## config.mk

```make
export PLATFORM = sky130hd
export DESIGN_NAME = conv_cmd_sequencer
export DESIGN_NICKNAME = d
export VERILOG_FILES = /design/src/rtl/conv_cmd_sequencer_pkg.sv /design/src/rtl/conv_cmd_sequencer_cmd_field_decode.sv /design/src/rtl/conv_cmd_sequencer.sv
export SDC_FILE = /design/constraint.sdc
export NUM_CORES = 1
export LEC_CHECK = 0
export BUFFER_PORTS_ARGS = -buffer_cell sky130_fd_sc_hd__buf_2
export CAP_MARGIN = 0
export CORE_MARGIN = 2
export CORE_UTILIZATION = 50
export DETAILED_ROUTE_END_ITERATION = 16
export HOLD_SLACK_MARGIN = 0.08
export PLACE_DENSITY = 0.91
export REMOVE_ABC_BUFFERS = 1
export SLEW_MARGIN = 0
export SYNTH_ARGS = -nofsm -noshare
export SYNTH_HDL_FRONTEND = slang
export SYNTH_SLANG_ARGS = --single-unit
```

## constraint.sdc

```tcl
create_clock -name i_CLK -period 3.05 [get_ports i_CLK]
set_input_delay 0.1525 -clock i_CLK [delete_from_list [all_inputs] [get_ports i_CLK]]
set_output_delay 0.1525 -clock i_CLK [all_outputs]
set_load 0.005 [all_outputs]
```

## src/rtl/conv_cmd_sequencer_pkg.sv

```systemverilog
// Shared opcodes, state codes and GPIO field positions for the
// convolution command sequencer and its firmware.
package conv_cmd_sequencer_pkg;

  typedef enum logic [2:0] {
    OP_NOP     = 3'd0,
    OP_LD_KER  = 3'd1,
    OP_LD_IMG  = 3'd2,
    OP_RUN     = 3'd3,
    OP_READ    = 3'd4,
    OP_CLR_ERR = 3'd5,
    OP_BAD6    = 3'd6,
    OP_BAD7    = 3'd7
  } opcode_e;

  typedef enum logic [2:0] {
    ST_IDLE    = 3'd0,
    ST_WRITE   = 3'd1,
    ST_RUN     = 3'd2,
    ST_READ    = 3'd3,
    ST_ERRWAIT = 3'd4
  } state_e;

  localparam int OP_MSB  = 31;
  localparam int OP_LSB  = 29;
  localparam int TOG_BIT = 28;
  localparam int ACK_BIT = 31;
  localparam int ST_MSB  = 30;
  localparam int ST_LSB  = 28;
  localparam int ERR_BIT = 27;

endpackage

```

## src/rtl/conv_cmd_sequencer_cmd_field_decode.sv

```systemverilog
// Toggle-edge command detect and GPIO field extraction.
// Ports: clk, rst, cmd (GPIO word) -> valid, op, addr, data.
module conv_cmd_sequencer_cmd_field_decode
  import conv_cmd_sequencer_pkg::*;
#(
  parameter int NB_ADDRESS = 10,
  parameter int NB_IMAGE   = 10
) (
  input  logic                  clk,
  input  logic                  rst,
  input  logic [31:0]           cmd,
  output logic                  valid,
  output opcode_e               op,
  output logic [NB_ADDRESS-1:0] addr,
  output logic [NB_IMAGE-1:0]   data
);

  logic tog_q;
  logic unused_bits;

  always_ff @(posedge clk or posedge rst) begin
    if (rst) tog_q <= 1'b0;
    else     tog_q <= cmd[TOG_BIT];
  end

  // A new command is any change of the toggle bit.
  assign valid = cmd[TOG_BIT] ^ tog_q;
  assign op    = opcode_e'(cmd[OP_MSB:OP_LSB]);
  assign addr  = cmd[NB_ADDRESS+NB_IMAGE-1:NB_IMAGE];
  assign data  = cmd[NB_IMAGE-1:0];

  assign unused_bits = ^cmd;

endmodule

```

## src/rtl/conv_cmd_sequencer.sv

```systemverilog
// Sequences the convolution datapath from the GPIO command/status pair.
// Ports: GPIO cmd/stat, memory write, conv start/done, result read, LEDs.
module conv_cmd_sequencer
  import conv_cmd_sequencer_pkg::*;
#(
  parameter int NB_ADDRESS = 10,
  parameter int NB_IMAGE   = 10,
  parameter int NB_RESULT  = 13,
  parameter int RD_LATENCY = 2,
  parameter int TIMEOUT    = 2**20
) (
  input  logic                  i_CLK,
  input  logic                  i_rst,
  input  logic [31:0]           i_gpio_cmd,
  output logic [31:0]           o_gpio_stat,
  output logic                  o_img_we,
  output logic                  o_ker_we,
  output logic [NB_ADDRESS-1:0] o_wr_addr,
  output logic [NB_IMAGE-1:0]   o_wr_data,
  output logic                  o_conv_start,
  output logic [NB_ADDRESS-1:0] o_conv_cols,
  input  logic                  i_conv_done,
  output logic                  o_res_re,
  output logic [NB_ADDRESS-1:0] o_res_addr,
  input  logic [NB_RESULT-1:0]  i_res_data,
  output logic [2:0]            o_led
);

  localparam int CNT_W = $clog2(TIMEOUT + 1);

  logic                  cmd_valid;
  opcode_e               cmd_op;
  logic [NB_ADDRESS-1:0] cmd_addr;
  logic [NB_IMAGE-1:0]   cmd_data;

  state_e state, state_d;

  logic                  ack;
  logic                  err;
  logic [NB_RESULT-1:0]  rdata;
  logic [CNT_W-1:0]      cnt;
  logic [RD_LATENCY-1:0] rd_pipe;

  logic do_ker, do_img, do_run, do_read;
  logic do_ack, do_cap, set_err, clr_err;

  conv_cmd_sequencer_cmd_field_decode #(
    .NB_ADDRESS (NB_ADDRESS),
    .NB_IMAGE   (NB_IMAGE)
  ) u_decode (
    .clk   (i_CLK),
    .rst   (i_rst),
    .cmd   (i_gpio_cmd),
    .valid (cmd_valid),
    .op    (cmd_op),
    .addr  (cmd_addr),
    .data  (cmd_data)
  );

  always_ff @(posedge i_CLK or posedge i_rst) begin
    if (i_rst) state <= ST_IDLE;
    else       state <= state_d;
  end

  always_comb begin
    state_d = state;
    do_ker  = 1'b0;
    do_img  = 1'b0;
    do_run  = 1'b0;
    do_read = 1'b0;
    do_ack  = 1'b0;
    do_cap  = 1'b0;
    set_err = 1'b0;
    clr_err = 1'b0;
    unique case (state)
      ST_IDLE: begin
        if (cmd_valid) begin
          unique case (cmd_op)
            OP_NOP: do_ack = 1'b1;
            OP_LD_KER: begin
              do_ker  = 1'b1;
              do_ack  = 1'b1;
              state_d = ST_WRITE;
            end
            OP_LD_IMG: begin
              do_img  = 1'b1;
              do_ack  = 1'b1;
              state_d = ST_WRITE;
            end
            OP_RUN: begin
              do_run  = 1'b1;
              state_d = ST_RUN;
            end
            OP_READ: begin
              do_read = 1'b1;
              state_d = ST_READ;
            end
            OP_CLR_ERR: begin
              clr_err = 1'b1;
              do_ack  = 1'b1;
            end
            default: begin
              set_err = 1'b1;
              do_ack  = 1'b1;
            end
          endcase
        end
      end
      ST_WRITE: state_d = ST_IDLE;
      ST_RUN: begin
        // Done has priority over an expiring timeout.
        if (i_conv_done) begin
          do_ack  = 1'b1;
          state_d = ST_IDLE;
        end else if (cnt == CNT_W'(TIMEOUT - 1)) begin
          set_err = 1'b1;
          do_ack  = 1'b1;
          state_d = ST_IDLE;
        end
      end
      ST_READ: begin
        if (rd_pipe[RD_LATENCY-1]) begin
          do_cap  = 1'b1;
          do_ack  = 1'b1;
          state_d = ST_IDLE;
        end
      end
      default: state_d = ST_IDLE;
    endcase
    // Commands arriving while busy are dropped and flagged.
    if (cmd_valid && state != ST_IDLE) set_err = 1'b1;
  end

  always_ff @(posedge i_CLK or posedge i_rst) begin
    if (i_rst) begin
      ack          <= 1'b0;
      err          <= 1'b0;
      rdata        <= '0;
      cnt          <= '0;
      rd_pipe      <= '0;
      o_img_we     <= 1'b0;
      o_ker_we     <= 1'b0;
      o_wr_addr    <= '0;
      o_wr_data    <= '0;
      o_conv_start <= 1'b0;
      o_conv_cols  <= '0;
      o_res_re     <= 1'b0;
      o_res_addr   <= '0;
    end else begin
      if (do_ack) ack <= ~ack;
      if (clr_err)      err <= 1'b0;
      else if (set_err) err <= 1'b1;
      if (do_cap) rdata <= i_res_data;
      if (do_run)              cnt <= '0;
      else if (state == ST_RUN) cnt <= cnt + CNT_W'(1);
      // Tap RD_LATENCY-1 lines up with the capture edge.
      rd_pipe  <= (rd_pipe << 1) | RD_LATENCY'(do_read);
      o_img_we <= do_img;
      o_ker_we <= do_ker;
      if (do_img || do_ker) begin
        o_wr_addr <= cmd_addr;
        o_wr_data <= cmd_data;
      end
      o_conv_start <= do_run;
      if (do_run) o_conv_cols <= cmd_addr;
      o_res_re <= do_read;
      if (do_read) o_res_addr <= cmd_addr;
    end
  end

  always_comb begin
    o_gpio_stat                  = '0;
    o_gpio_stat[ACK_BIT]         = ack;
    o_gpio_stat[ST_MSB:ST_LSB]   = state;
    o_gpio_stat[ERR_BIT]         = err;
    o_gpio_stat[NB_RESULT-1:0]   = rdata;
  end

  assign o_led = state;

endmodule

```

==> impl_metrics.yaml, run 1 <==
die:
  dieHeight_um: 88.79
  floorplan.initialDensity: 0.5233
  dieArea_um2: 7884
  fp.dieW_um: 88.79
  coreArea_um2: 6869
  rows: 30
  pin_count: 127
placement:
  place_ws_ps: 783.6
  place.detailed.hpwl_um: 5255
  portBuffers: 102
  place_congestion: 0.8677
  postPlaceCellArea_um2: 4096
sta:
  fin_crit_ps: 2347
  final_hold_viol_count: 0
  worst_slack_ps: 702.7
  worst_clock_skew_ps: 8.603
  fin_crit_sh: 0.7696
  max_freq_mhz: 426.0
  relSlewSlack: 0.2949
  grt_setup_unrepaired: "false"
  holdWs_ps: 136.0
  worstMarginPinSlew_ps: 1058
  slew_viol_final: 0
  fin_tns_setup_ps: 0
  setup_violations: 0
global_routing:
  grt_use_total: 0.2426
  grt_pass1_wl_um: 14230
  grt_pass1_vias: 2951
  antenna_found_initial: 0
  grt_max_degree: 64
  overflow: 0
clocking:
  clock_latency_ps: 360
  h-tree-depth: 3
  ctsHoldBuffers: 38
  cts.sinks: 84
  cts.clk_slew.worst_paths_ps: 80
  post_cts_buffers: 0
  numCtsBuffers: 9
  clock-root-buffer: "clkbuf_8"
  cts.path.max_buffers: 2
  cts_tree: "built"
  cts_resized: 0
synthesis:
  synth_cell_types: 40
  yosysWarnings: 0
  async_flop_share: 1.000
  syn_avg_cell_area_um2: 12.10
  ys_seq_elements: 84
  synth_edf_count: 0
  syn_area_um2: 3595
  synthCells: 297
  ys_seq_area_frac: 0.5848
  synthFlopType: "dfrtp_1"
setup_path:
  cp_data_arrival_time_ps: 2590
  rr_worst_depth: 4
  reg2reg_slack_ps: 740
  required_ps: 3290
  cp-endpoint: "o_res_addr[8]$_DFFE_PP0P_"
  rr_endpoint: "o_res_addr[8]$_DFFE_PP0P_"
  rr_startpoint: "o_led[1]$_DFFE_PP0P_"
  crit_start: "i_gpio_cmd[28]"
  crit_path_end_kind: "register"
  path_max_fanout: 9
  critPathKind: "primary input to register"
  cp-start-kind: "primary input"
routing:
  num_vias: 2804
  routedWlPerCell_um: 16.22
  initialDrtViolationCount: 177
  via_per_inst: 5.202
  ant_nets: 0
  route.detailed.drc: 0
  drt-total-wl_um: 8740
  firstDrtPassIters: 4
final_layout:
  area_delta_synth_final_pct: 30.60
  final_nets: 487
  final_common_cell: "buf_2"
  final_util: 0.6834
  drive_gt1_frac: 0.3792
  most-common-layout-cells: "buf_2 (102), dfrtp_1 (84), nand2_1 (44), mux2_2 (39), dlygate4sd3_1 (38)"
  antenna_cells: 0
  post-route-cell-area_um2: 4695
power_and_ir_drop:
  p_leak_nw: 2.274
  power_density_nw_per_um2: 751.9
  peakVddDrop_v: 0.0005306
job:
  drv_cap: 0
run_status:
  outcome: "finished clean"
min_path:
  holdCritPathClass: "primary input to register"
-- report_power, final --
group / switching (W) / total [W] / internal, W / leakage, nW
clock network: 0.000392 / 0.000876 / 0.000483 / 0.107
logic: 0.000408 / 0.000910 / 0.000502 / 1.12
registers: 0.000259 / 0.00174 / 0.00148 / 1.05
total: 0.00106 / 0.00353 / 0.00247 / 2.27
-- Yosys cell counts (2+ instances only) --
master	n	area, µm²
a211oi_1	2	15.01
and2_1	3	18.77
and3_1	2	12.51
and4_1	2	17.52
buf_2	2	10.01
buf_4	24	180.2
buf_6	2	22.52
dfrtp_1	84	2102
inv_1	2	7.510
mux2_1	4	45.04
mux2_2	39	439.2
nand2_1	44	165.2
nand2b_1	4	25.02
nand3_1	15	75.07
nand4_1	4	25.02
nor2_1	13	48.80
nor3_1	4	20.02
nor3_2	2	20.02
nor4b_1	2	17.52
o211ai_2	3	37.54
o21ai_0	2	10.01
o21ai_1	7	35.03
o31ai_1	3	22.52
xnor2_1	5	43.79
xor2_1	8	70.07
-- stage by stage --
stage	power, W	cells
floorplan	0.002155	283
global placement	0.002543	485
detailed placement	0.002614	485
CTS	0.003531	539
global route	0.003730	539
finish	0.003530	539
-- area by class of cell --
cell class,instances,area (µm²)
fill,461,2175
sequential,84,2102
multi-input combinational,196,1320
timing repair buffer,144,920.9
clock buffer,12,145.1
tap,96,120.1
clock inverter,4,72.57
inverter,3,13.76
-- state kept, by name, indices dropped and copies added, names as in the netlist --
| register | count |
|---|---|
| o_ker_we | 1 |
| cnt | 21 |
| ack | 1 |
| o_res_addr | 10 |
| o_led | 2 |
| rdata | 13 |
| u_decode.tog_q | 1 |
| o_wr_addr | 10 |
| o_conv_cols | 10 |
| o_conv_start | 1 |
| rd_pipe | 2 |
| o_wr_data | 10 |
| o_img_we | 1 |
| err | 1 |
-- kinds of logic after synthesis --
kind of cell / count (synthesis) / share of synthesized area
AO/OA/AOI/OAI: 23 / 0.04560
multiplexers: 43 / 0.1347
AND/OR/NAND/NOR: 100 / 0.1351
other: 1 / 0.001043
XOR/XNOR: 13 / 0.03167
buffers and inverters: 32 / 0.06369
adder cells (fa/ha/maj): 1 / 0.003480
flip-flops: 84 / 0.5848
-- worst max-delay path, stage by stage --
cell and delay, ps:
dlygate4sd3_1 530, buf_2 130, xnor2_1 130, or3_1 480, nor3_2 550, buf_4 260
mux2_2 340
-- worst min-delay path by stage --
stage,from,end,slack [ps],depth (start not counted)
global route,i_conv_done,o_led[1]$_DFFE_PP0P_,170,4
finish,i_conv_done,o_led[1]$_DFFE_PP0P_,140,4
detailed placement,i_gpio_cmd[28],u_decode.tog_q$_DFF_PP0_,290,1
floorplan,i_gpio_cmd[28],u_decode.tog_q$_DFF_PP0_,180,0
global placement,i_gpio_cmd[28],u_decode.tog_q$_DFF_PP0_,290,1
CTS,i_conv_done,o_led[1]$_DFFE_PP0P_,130,4
-- metal layers --
metal  track usage  share of wire
met5             0              0
met4        0.1322          0.041
met3       0.07090          0.071
met2        0.3962           0.51
met1        0.2890           0.38
(Power assumes the default switching activity.)
==> run 2: changes to the inputs <==
ABC_AREA = 1   (was unset)
CORE_UTILIZATION = 46   (was 50)
PLACE_DENSITY = 0.88   (was 0.91)
clock period = 2 ns   (was 3.05 ns; I/O delays follow)
==> run 2 against run 1 <==
Effect of this change: routed wire length rose by 10%; non-clock buffer count rose by 5; critical path type is now register to register; clock-buffer cell count fell by 1; critical endpoint is now o_res_addr[5]$_DFFE_PP0P_; critical path depth fell by 1; combinational power fell by 80%.
==> impl_metrics.yaml, run 2 <==
sta:
  fin_crit_sh: 0.8469
  fin_tns_setup_ps: 0
  worst_clock_skew_ps: 9.039
  slew_viol_final: 0
  max_freq_mhz: 590.4
  fin_crit_ps: 1694
  setup_violations: 0
  worstMarginPinSlew_ps: 638.1
  relSlewSlack: 0.5742
  worst_slack_ps: 306.1
  final_hold_viol_count: 0
  grt_setup_unrepaired: "false"
routing:
  route.detailed.drc: 0
  wl_met3_um: 527
  initialDrtViolationCount: 216
  via_per_inst: 4.927
  met1_length_um: 3874
  ant_nets: 0
  dr_wl_met2_um: 5096
  drt-total-wl_um: 9642
  num_vias: 3523
  firstDrtPassIters: 5
  top_layer_used: "met4"
  routedWlPerCell_um: 13.49
final_layout:
  top_register: "cnt"
  fill_cells: 688
  reg.largest.list: "cnt (21), rdata (13)"
  final_common_cell: "nand2_1"
  most-common-layout-cells: "nand2_1 (152), buf_2 (102), dfrtp_1 (84), inv_1 (53), dlygate4sd3_1 (40)"
  largest_reg_flops: 21
  antenna_cells: 0
  seq_area_um2: 2102
  area_delta_synth_final_pct: 30.99
  drive_gt1_frac: 0.2262
  instances_no_fill: 715
  multi_input_area_um2: 1371
  final_util: 0.6164
  final_nets: 654
setup_path:
  reg2reg_slack_ps: 310
  crit_start: "o_led[1]$_DFFE_PP0P_"
  rr_worst_depth: 6
  max_stage_delay_ps: 470
  critPathMostFrequentCell: "nor2_2"
  cp_data_arrival_time_ps: 1920
  crit_family: "simple AND/OR/NAND/NOR gates"
  path_max_fanout: 20
  required_ps: 2220
  rr_startpoint: "o_led[1]$_DFFE_PP0P_"
  critPathKind: "register to register"
  crit_path_end_kind: "register"
  cp_slowest_cell: "dfrtp_1"
  cp-start-kind: "register"
  crit_chain: "nor2_2 > nand2_2 > nor2_2 > inv_1 > nand2_1 > o21ai_1"
  cp.buffers_inverters: 1
  rr_endpoint: "o_res_addr[5]$_DFFE_PP0P_"
synthesis:
  yosysWarnings: 0
  synth_cell_types: 30
  synth_edf_count: 0
  async_flop_share: 1.000
  syn_avg_cell_area_um2: 8.284
  synthFlopType: "dfrtp_1"
  ys_seq_elements: 84
  yosysTopAreaCell: "dfrtp_1"
  ys_top_cells_by_count: "nand2_1 (152), dfrtp_1 (84), inv_1 (54)"
  synth_top_area_frac: 0.5492
  ys_seq_area_frac: 0.5492
  synthCells: 462
  syn_area_um2: 3827
  ys_top_cells_by_area: "dfrtp_1 (55%), nand2_1 (15%), inv_1 (5.3%)"
  synth.most_common_cell: "nand2_1"
min_path:
  min_to: "err$_DFFE_PP0P_"
  hold_start: "i_conv_done"
  holdCritPathClass: "primary input to register"
  hold_path_depth: 4
global_routing:
  antenna_found_initial: 0
  grt_pass1_vias: 3514
  overflow: 0
  grt_max_degree: 54
  grt_pass1_wl_um: 15850
  grt_use_total: 0.2234
power_and_ir_drop:
  fin_total_pwr_w: 0.003244
  power_density_nw_per_um2: 647.0
  power.switching_w: 0.0007117
  power_frac_comb: 0.056
  intPower_w: 0.002532
  peakVddDrop_v: 0.0004401
  p_clk_frac: 0.421
  seqPwrFrac: 0.524
  p_leak_nw: 2.731
  p_sw_frac: 0.2194
die:
  dieArea_um2: 9066
  floorplan.initialDensity: 0.4705
  dieHeight_um: 95.22
  fp.dieW_um: 95.22
  rows: 33
  coreArea_um2: 8134
  pin_count: 127
placement:
  place_congestion: 0.8485
  place.detailed.hpwl_um: 6337
  portBuffers: 102
  place_ws_ps: 359.4
  dp.cells: 659
clocking:
  numCtsBuffers: 9
  clock-root-buffer: "clkbuf_8"
  clock_latency_ps: 350
  cts.path.max_buffers: 2
  cts.clk_slew.worst_paths_ps: 90
  cts_resized: 0
  cts_tree: "built"
  h-tree-depth: 3
  cts.sinks: 84
run_status:
  outcome: "finished clean"
job:
  drv_cap: 0
==> run 2: cell count changes after synthesis, sizes merged, moves of 7 or more <==
| cell | delta |
|---|---|
| nor2 | +19 |
| nand2 | +111 |
| inv | +53 |
| o21ai | +33 |
| a21oi | +7 |
| mux2 | -43 |
| nand3 | +17 |
==> run 2: kinds of logic (layout without fill, tap and decap cells) <==
logic type / count (synthesis) / count (layout) / share of synthesized area
DFF: 84 / 84 / 0.5492
muxes: 2 / 2 / 0.005231
and+or+nand+nor: 229 / 229 / 0.2501
adders and majority gates: 1 / 1 / 0.003269
xor gates and xnor gates: 3 / 3 / 0.008828
AOI/OAI and AO/OA: 55 / 55 / 0.07519
other: 1 / 16 / 0.0009798
buffers and inverters: 87 / 220 / 0.1072
==> run 2: stage by stage <==
stage          hold WS [ps]  area [µm²]
6_report              119.9        5014
5_1_grt               123.8        5014
4_1_cts               102.1        5014
3_5_place_dp          172.0        4388
3_3_place_gp          156.8        4388
2_1_floorplan         131.4        3680
==> run 2: worst max path at each step <==
| stage | end | slack, ps | cells after the start |
|---|---|---|---|
| CTS | o_res_addr[9]$_DFFE_PP0P_ | 350 | 6 |
| global placement | o_res_addr[1]$_DFFE_PP0P_ | 430 | 6 |
| finish | o_res_addr[5]$_DFFE_PP0P_ | 310 | 6 |
| floorplan | ack$_DFFE_PP0P_ | -270 | 1 |
| detailed placement | cnt[11]$_DFFE_PP0P_ | 360 | 6 |
| global route | cnt[16]$_DFFE_PP0P_ | 70 | 9 |
==> run 2: worst register-to-register path, cell delays in order (launching register included) <==
cell and delay (ps):
dfrtp_1 470, nor2_2 280, nand2_2 150, nor2_2 140, inv_1 290, nand2_1 170
o21ai_1 70
==> run 2: area by class of cell <==
| cell class | count | share of cell area |
|---|---|---|
| Timing Repair Buffer | 149 | 0.1947 |
| Inverter | 55 | 0.04143 |
| Tap cell | 105 | 0.02620 |
| Clock inverter | 5 | 0.01672 |
| Multi-Input combinational cell | 306 | 0.2735 |
| Clock buffer | 11 | 0.02820 |
| Sequential cell | 84 | 0.4193 |
==> run 2: timing repair <==
action	in CTS	in global routing
hold endpoints to repair	89	0
setup buffers	0	0
hold buffers	40	0
==> run 2: routing by layer <==
layer  track usage  up-vias
li1              -     1688
met1        0.2615     1703
met2        0.4014      115
met3       0.05613       17
met4       0.07005        0
met5             0        -
==> run 2: power by group through the flow <==
| stage | clock (W) | combinational (W) | sequential, W |
|---|---|---|---|
| finish | 0.00136 | 0.000181 | 0.00170 |
| global route | 0.00146 | 0.000204 | 0.00170 |
| CTS | 0.00138 | 0.000178 | 0.00170 |
| detailed placement | 0 | 0.000119 | 0.00173 |
| global placement | 0 | 0.000114 | 0.00173 |
| floorplan | 0 | 0.0000557 | 0.00173 |
==> run 3: changes to the inputs <==
ABC_AREA = 0   (was 1)
CORE_UTILIZATION = 45   (was 46)
PLACE_DENSITY = 0.87   (was 0.88)
clock period = 1.55 ns   (was 2 ns; I/O delays follow)
==> run 3 against run 2 <==
Effect of this change: the run now ends with negative setup slack left; flip-flop and latch count is the same; utilization grew 5.2 points; worst setup slack lost 610 ps; global-route usage grew 1.6 points; clock-buffer cell count shrank 1; critical path depth is the same; non-clock buffer count grew 29; via count shrank 14%; combinational power grew to 12 times the previous value; clock skew grew 2.4 ps.
==> impl_metrics.yaml, run 3 (synthesized netlist as in run 1, its figures left out) <==
run_status:
  outcome: "finished with violations"
  violations: "negative setup slack"
global_routing:
  grt_pass1_wl_um: 16020
  grt_max_degree: 35
  antenna_found_initial: 0
  grt_pass1_vias: 3281
  overflow: 0
  grt_use_total: 0.2397
final_layout:
  final_util: 0.6682
  drive_gt1_frac: 0.4507
  top_register: "cnt"
  most-common-layout-cells: "buf_2 (102), dfrtp_1 (84), nand2_1 (44), mux2_2 (39), dlygate4sd3_1 (38)"
  final_common_cell: "buf_2"
  instances_no_fill: 579
  antenna_cells: 0
  final_nets: 521
  area_delta_synth_final_pct: 43.65
  largest_reg_flops: 21
  reg.largest.list: "cnt (21), rdata (13)"
sta:
  slew_viol_final: 0
  setup_violations: 66
  fin_crit_ps: 1852
  worst_clock_skew_ps: 11.41
  fin_crit_sh: 1.195
  fin_tns_setup_ps: -13930
  max_freq_mhz: 539.9
  grt_setup_unrepaired: "true"
  worst_slack_ps: -302.2
  final_hold_viol_count: 0
  holdWs_ps: 192.6
routing:
  num_vias: 3017
  ant_nets: 0
  drt-total-wl_um: 10010
  routedWlPerCell_um: 17.29
  firstDrtPassIters: 4
  route.detailed.drc: 0
  initialDrtViolationCount: 250
  via_per_inst: 5.211
die:
  fp.dieW_um: 93.38
  floorplan.initialDensity: 0.4652
  dieHeight_um: 93.38
  pin_count: 127
  dieArea_um2: 8719
  coreArea_um2: 7727
  rows: 32
placement:
  portBuffers: 102
  place_ws_ps: -298.4
  place_congestion: 0.8292
  place.detailed.hpwl_um: 5801
  dp.cells: 520
setup_path:
  crit_path_end_kind: "register"
  crit_chain: "xnor2_1 > or3_4 > nor3_4 > buf_12 > buf_12 > mux2_2"
  cp_data_arrival_time_ps: 2070
  max_stage_delay_ps: 390
  cp_slowest_cell: "dfrtp_1"
  critPathMostFrequentCell: "buf_12"
  cp.buffers_inverters: 2
  required_ps: 1770
  crit_family: "simple AND/OR/NAND/NOR gates"
  path_max_fanout: 10
  cp-start-kind: "register"
  critPathKind: "register to register"
clocking:
  cts_tree: "built"
  h-tree-depth: 3
  cts.sinks: 84
  numCtsBuffers: 9
  cts.path.max_buffers: 2
  cts.clk_slew.worst_paths_ps: 90
  clock_latency_ps: 350
  clock-root-buffer: "clkbuf_8"
power_and_ir_drop:
  power_density_nw_per_um2: 1429
  peakVddDrop_v: 0.001150
  p_leak_nw: 2.505
min_path:
  holdCritPathClass: "primary input to register"
job:
  drv_cap: 0
[run 3: timing repair]
action	4_1_cts	5_1_grt
gates cloned	1	0
gates resized for setup	11	9
hold buffers	38	0
setup endpoints to repair	64	67
setup buffers	3	1
hold endpoints to repair	141	0
pin swaps	2	6
[run 3: routing by layer]
layer | wire length [µm] | track usage | share of wire | vias up
met2 | 5344 | 0.4257 | 0.53 | 158
li1 | - | - | - | 1331
met4 | 334 | 0.09681 | 0.033 | 0
met1 | 3697 | 0.2712 | 0.37 | 1494
met5 | 0 | 0 | 0 | -
met3 | 634 | 0.06688 | 0.063 | 34
[run 3: worst min-delay path: cells and delay by family]
kind	cells	cell delay, ps
compound gates	2	240
xor+xnor	1	70
buf+inv	1	120
[run 3: final cells by class]
class | count | area (µm²)
clock buffer | 10 | 137.6
clock inverter | 6 | 87.58
fill | 514 | 2564
inverter | 3 | 17.52
multi-input combinational | 196 | 1396
sequential | 84 | 2102
tap | 102 | 127.6
timing repair buffer | 178 | 1295
[run 3: power breakdown]
part / switching [W] / internal [W]
sequential: 0.000480 / 0.00292
clock: 0.000798 / 0.000952
combinational: 0.00101 / 0.00121
total: 0.00229 / 0.00509
[run 3: path summary, 6_finish.rpt]
kind,from,end,slack [ps],cells after the start
max reg2reg,u_decode.tog_q$_DFF_PP0_,o_wr_addr[0]$_DFFE_PP0P_,-300,6
min in group asynchronous,i_rst,o_wr_addr[5]$_DFFE_PP0P_,260,3
max in group asynchronous,i_rst,cnt[3]$_DFFE_PP0P_,780,4
min reg2reg,rd_pipe[0]$_DFF_PP0_,rd_pipe[1]$_DFF_PP0_,380,0
max,u_decode.tog_q$_DFF_PP0_,o_wr_addr[0]$_DFFE_PP0P_,-300,6
min,i_conv_done,ack$_DFFE_PP0P_,190,4
[run 3: stage by stage]
step	total power (W)	instance area, µm²
2_1_floorplan	0.004241	3435
3_3_place_gp	0.005204	4397
3_5_place_dp	0.005343	4397
4_1_cts	0.007244	5107
5_1_grt	0.007785	5164
6_report	0.007379	5164
